**config.mk**
```make
export PLATFORM = sky130hd
export DESIGN_NAME = vx_amo_rmw_ctrl
export DESIGN_NICKNAME = d
export VERILOG_FILES = /design/src/rtl/vx_amo_rmw_ctrl.sv
export SDC_FILE = /design/constraint.sdc
export NUM_CORES = 1
export LEC_CHECK = 0
export CAP_MARGIN = 5
export CORE_MARGIN = 5
export CORE_UTILIZATION = 33
export CTS_CLUSTER_DIAMETER = 80
export DETAILED_ROUTE_END_ITERATION = 10
export PLACE_DENSITY = 0.89
export SETUP_SLACK_MARGIN = 0.15
export SKIP_CTS_REPAIR_TIMING = 1
export SYNTH_ARGS = -nofsm -noshare
export SYNTH_HDL_FRONTEND = slang
export SYNTH_SLANG_ARGS = --single-unit
export TNS_END_PERCENT = 100
```
**constraint.sdc**
```tcl
create_clock -name clk -period 1.56 [get_ports clk]
set_input_delay 0.156 -clock clk [delete_from_list [all_inputs] [get_ports clk]]
set_output_delay 0.156 -clock clk [all_outputs]
set_load 0.05 [all_outputs]
```
**src/rtl/vx_amo_rmw_ctrl.sv**
```systemverilog
// Read-modify-write sequencer for RISC-V AMOs: reads the target word, writes back the
// external AMO ALU result and returns the old memory value, one request at a time.
module vx_amo_rmw_ctrl #(
  parameter int TAGW  = 8,
  parameter int DATAW = 32,
  parameter int ADDRW = 32
) (
  input  logic             clk,
  input  logic             reset,

  input  logic             req_valid,
  output logic             req_ready,
  input  logic [4:0]       req_op,
  input  logic [ADDRW-1:0] req_addr,
  input  logic [DATAW-1:0] req_data,
  input  logic [TAGW-1:0]  req_tag,

  output logic             mem_req_valid,
  input  logic             mem_req_ready,
  output logic             mem_req_rw,
  output logic [ADDRW-1:0] mem_req_addr,
  output logic [DATAW-1:0] mem_req_data,
  input  logic             mem_rsp_valid,
  input  logic [DATAW-1:0] mem_rsp_data,
  input  logic             mem_rsp_err,

  output logic [4:0]       alu_op,
  output logic [DATAW-1:0] alu_in1,
  output logic [DATAW-1:0] alu_in2,
  input  logic [DATAW-1:0] alu_result,

  output logic             rsp_valid,
  input  logic             rsp_ready,
  output logic [DATAW-1:0] rsp_data,
  output logic [TAGW-1:0]  rsp_tag,
  output logic             rsp_err,

  output logic             busy
);

  typedef enum logic [2:0] {
    IDLE    = 3'd0,
    RD_REQ  = 3'd1,
    RD_WAIT = 3'd2,
    WR_REQ  = 3'd3,
    WR_WAIT = 3'd4,
    RSP     = 3'd5
  } state_t;

  state_t state_q, state_d;

  logic [4:0]       op_q;
  logic [ADDRW-1:0] addr_q;
  logic [DATAW-1:0] data_q;
  logic [TAGW-1:0]  tag_q;
  logic [DATAW-1:0] old_q;
  logic             err_q;

  logic misaligned;

  assign misaligned = (req_addr[1:0] != 2'b00);

  always_ff @(posedge clk or negedge reset) begin
    if (!reset) begin
      state_q <= IDLE;
    end else begin
      state_q <= state_d;
    end
  end

  // Memory responses only matter in the two wait states; anywhere else they fall through.
  always_comb begin
    state_d       = state_q;
    req_ready     = 1'b0;
    mem_req_valid = 1'b0;
    mem_req_rw    = 1'b0;
    mem_req_data  = '0;
    rsp_valid     = 1'b0;
    busy          = 1'b1;
    case (state_q)
      IDLE: begin
        req_ready = 1'b1;
        busy      = 1'b0;
        if (req_valid) begin
          state_d = misaligned ? RSP : RD_REQ;
        end
      end
      RD_REQ: begin
        mem_req_valid = 1'b1;
        if (mem_req_ready) begin
          state_d = RD_WAIT;
        end
      end
      RD_WAIT: begin
        if (mem_rsp_valid) begin
          state_d = mem_rsp_err ? RSP : WR_REQ;
        end
      end
      WR_REQ: begin
        mem_req_valid = 1'b1;
        mem_req_rw    = 1'b1;
        mem_req_data  = alu_result;
        if (mem_req_ready) begin
          state_d = WR_WAIT;
        end
      end
      WR_WAIT: begin
        if (mem_rsp_valid) begin
          state_d = RSP;
        end
      end
      RSP: begin
        rsp_valid = 1'b1;
        if (rsp_ready) begin
          state_d = IDLE;
        end
      end
      default: begin
        state_d = IDLE;
        busy    = 1'b0;
      end
    endcase
  end

  // A misaligned request skips memory entirely and reports a zero old value with an error.
  always_ff @(posedge clk or negedge reset) begin
    if (!reset) begin
      op_q   <= '0;
      addr_q <= '0;
      data_q <= '0;
      tag_q  <= '0;
      old_q  <= '0;
      err_q  <= 1'b0;
    end else begin
      case (state_q)
        IDLE: begin
          if (req_valid) begin
            op_q   <= req_op;
            addr_q <= req_addr;
            data_q <= req_data;
            tag_q  <= req_tag;
            old_q  <= '0;
            err_q  <= misaligned;
          end
        end
        RD_WAIT: begin
          if (mem_rsp_valid) begin
            old_q <= mem_rsp_data;
            if (mem_rsp_err) begin
              err_q <= 1'b1;
            end
          end
        end
        WR_WAIT: begin
          if (mem_rsp_valid) begin
            err_q <= mem_rsp_err;
          end
        end
        RSP: begin
          if (rsp_ready) begin
            err_q <= 1'b0;
          end
        end
        default: begin
        end
      endcase
    end
  end

  assign mem_req_addr = {addr_q[ADDRW-1:2], 2'b00};

  // ALU operands come only from registers so alu_result stays stable across write stalls.
  assign alu_op  = op_q;
  assign alu_in1 = old_q;
  assign alu_in2 = data_q;

  assign rsp_data = old_q;
  assign rsp_tag  = tag_q;
  assign rsp_err  = err_q;

endmodule

```
Word-level counts from Yosys, hierarchy flattened. Index checks and enable logic that the tools add are counted.

Register bits after elaboration: 113. Input bits: 148. Logic and storage cells: 53.

Equal/unequal tests: 12. Muxes and demuxes: 24. Reductions and logical operators: 10.

Operators by type and width (count): $mux 32 (3); $pmux 32 s2 (1); $mux 3 (8); $pmux 3 s6 (1); $ne 2x2->1 const B (7); $reduce_and 6->1 (2); $mux 1 (10); $eq 3x2->1 const B (2); $eq 3x3->1 const B (2); $reduce_or 5->1 (1); $pmux 1 s4 (1); $reduce_bool 2->1 (2); $reduce_bool 4->1 (1); $eq 3x1->1 const B (1); $logic_not 3->1 (1); $reduce_and 3->1 (1); $reduce_and 2->1 (1); $reduce_or 2->1 (1).

Logic depth before layout (Yosys ltp).
Depth in word-level cells: 4. Mapped depth: 6. Mapped depth without buffers: 4.

Least setup slack after synthesis. OpenSTA, ideal clock, no wires.

Path kind: register to register. From: register state_q[2]. To: register addr_q[18]. Arrival time: 2.038 ns. Path slack: -0.605 ns. Cell stages (with the launch flop): 7. Path buffers: 3. Clock period less this slack: 2.165 ns. Cells stage by stage: dfrtp_1 -> buf_2 -> nor3_2 -> and2_4 -> buf_8 -> buf_12 -> mux2_1.

Word-level cells in the longest chain between the ends: 2.

RTL lines: from (decl) (RTL line 50) `state_t state_q, state_d;`; from (signal assigned) (RTL line 67) `state_q <= state_d;`; $logic_not 3->1 (RTL line 135) `case (state_q)`; $reduce_and 2->1 (no line); to (signal assigned) (RTL line 139) `addr_q <= req_addr;`; to (decl) (RTL line 53) `logic [ADDRW-1:0] addr_q;`.

Every way passes these cells. A chain may end at the register's enable or synchronous reset.

Worst setup path after layout.
From: register state_q[2]. To: output port mem_req_data[31].

Word-level cells in the longest chain between the ends: 2.

RTL lines: $eq 3x2->1 (RTL line 80) `case (state_q)`; $mux 32 (RTL line 80); to (decl) (RTL line 22) `output logic [DATAW-1:0] mem_req_data,`.

Every way passes these cells.

==> out/qor.yml <==
power_and_ir_drop:
  p_leak_uw: 0.004550
  powerDensity_nw_per_um2: 2284
  ir_worst_vdd_mv: 1.113
place:
  placed_cell_area_um2: 8458
  dp_cells: 893
  place_hpwl_um: 12120
  gp_congestion: 0.7943
  io_buffer_count: 324
critical_path:
  required_ps: 1400
  worstPathArrival_ps: 1670
  setup.worst_path.start_class: "flip-flop"
  critPathKind: "reg2out"
  end_kind: "output pin"
  worstPathMaxFanout: 23
sta:
  tns_ps: -22120
  slew_violations: 0
  setup_viol: 146
  timing.hold.ws_ps: 352.5
  rsz0062_at_grt: "yes"
  skew_ps: 11.46
  setup_slack_ps: -261.7
  finalHoldViolCount: 0
  fmax_ghz: 0.5490
  period_minus_slack_ps: 1822
  period_share_pct: 116.8
die:
  core_um2: 15030
  start_util_pct: 33.28
  num_io_pins: 327
  fp.dieArea_um2: 17720
  rows: 45
  dieWidth_um: 133.1
  die_y_um: 133.1
global_route:
  grt_pass1_vias: 4518
  gr-total-overflow: 0
  grt_antenna_before_repair: 0
  grt_util_all_layers_pct: 16.48
  grt_max_degree: 67
  grt_first_pass_wirelength_um: 23630
route:
  drt_iter0_markers: 162
  vias_per_cell: 4.786
  wire_per_inst_um: 19.29
  drtPass1Iterations: 5
  drc: 0
  dr_total_vias: 4451
  ant_nets: 0
  wl_um: 17940
cts:
  clock_latency_ps: 340
  clk_pin_slew_worst_paths_ps: 80
  clock_sinks: 111
  cts_buffer_depth: 2
  cts_tree: "yes"
  htreeDepth: 3
  numCtsBuffers: 9
  cts_root_buffer: "clkbuf_16"
layout:
  drive_above_1_share_pct: 54.85
  syn_to_final_growth_pct: 92.25
  mostFrequentLayoutCell: "buf_4"
  final_core_util_pct: 63.99
  nNetsFinal: 885
  antennaDiodeCount: 0
  fin_area_um2: 9619
  layout_common_cells: "157 x buf_4, 146 x clkdlybuf4s50_1, 110 x dfrtp_1"
  stdcell_count: 930
synth:
  yosysSeqAreaShare_pct: 55.51
  synth_compound_area_share_pct: 2.026
  synth.distinct_cells: 36
  syn_area_per_cell_um2: 11.97
  synth-edff-count: 0
  ys_seq_elements: 111
  synth_simple_gate_area_share_pct: 14.50
  synthAdderAreaFrac_pct: 0
  async_flop_share_pct: 100.0
  syn_inst: 418
  synth.mux.area_fraction_pct: 17.50
  ys.flop_type: "dfrtp_1"
  ys_warn_count: 0
  synth_xor_xnor_area_share_pct: 0.1750
  synth.cell_area_um2: 5004
  synth_top_family_by_area: "multiplexers"
run_status:
  failed_checks: "negative setup slack"
  status: "complete, but fails checks"
hold_path:
  hold_path.class: "in2reg"
job:
  maxCapViolCount: 0
critical path, cell delays in order (launching register included):
cell	delay, ps
dfrtp_2	440
buf_4	180
nor2b_4	170
buf_12	170
and3_2	220
buf_12	140
kinds of logic (layout without fill, tap and decap cells):
logic type | Yosys count | in the layout
compound gates | 15 | 15
xor+xnor | 1 | 1
buf+inv | 65 | 387
flops | 111 | 111
mux | 78 | 78
other cells | 1 | 2
simple gates | 147 | 148
final cells by class:
type                            count  area (µm²)
Timing Repair Buffer              369        3895
Sequential cell                   111        2779
Fill cell                        1078        5414
Multi-Input combinational cell    244        2416
Tap cell                          188       235.2
Inverter                            2       7.507
Clock inverter                      6       57.56
Clock buffer                       10       229.0
cell usage after synthesis, drive strengths merged, types with 2 or more instances:
library cell,count,share of area (%)
nand3,33,3.3
nor3,3,0.50
clkbuf,9,0.68
and3,32,4.0
nand2,66,5.0
a21oi,7,0.78
dfrtp,111,56
nor2b,3,0.43
buf,54,9.4
and2,2,0.30
nor2,3,0.23
inv,2,0.15
o221ai,2,0.35
nand2b,2,0.25
mux2,76,17
mux2i,2,0.40
per-stage QoR:
stage               setup WS (ps)  power (µW)
global placement           -108.9       17260
finish                     -261.7       21970
floorplan                  -339.2       13430
detailed placement         -156.1       17470
global route               -335.7       22840
CTS                        -362.6       19770
per-layer routing:
layer  track usage, %  up-vias  wire length, µm  share of wire [%]
met2            28.02      239             9120                 51
met5                0        -                0                  0
met1            19.29     2158             6927                 39
met4            4.857        0              298                1.7
met3            6.571       27             1593                8.9
li1                 -     2027                -                  -
power breakdown:
group	switching, µW	internal, µW
combinational	8650	6010
clock	1160	1130
sequential	899	4120
total	10700	11300
sequential cells by signal, indices dropped and copies added (netlist names):
name / count
addr_q: 30
alu_op: 5
rsp_err: 1
alu_in2: 32
alu_in1: 32
state_q: 3
rsp_tag: 8
worst paths after layout:
kind                                         end             start  cells after the start  slack [ps]
worst min-delay path                 alu_in1[27]  mem_rsp_data[27]                      3         350
max in group asynchronous            alu_in1[24]             reset                      3         860
worst max register to register       alu_in2[27]        state_q[2]                      5        -190
worst min register to register       alu_in2[10]       alu_in2[10]                      1         510
worst max-delay path            mem_req_data[31]        state_q[2]                      5        -260
min in group asynchronous             addr_q[30]             reset                      3         370
Note: power is estimated with default switching activity, not from simulation.
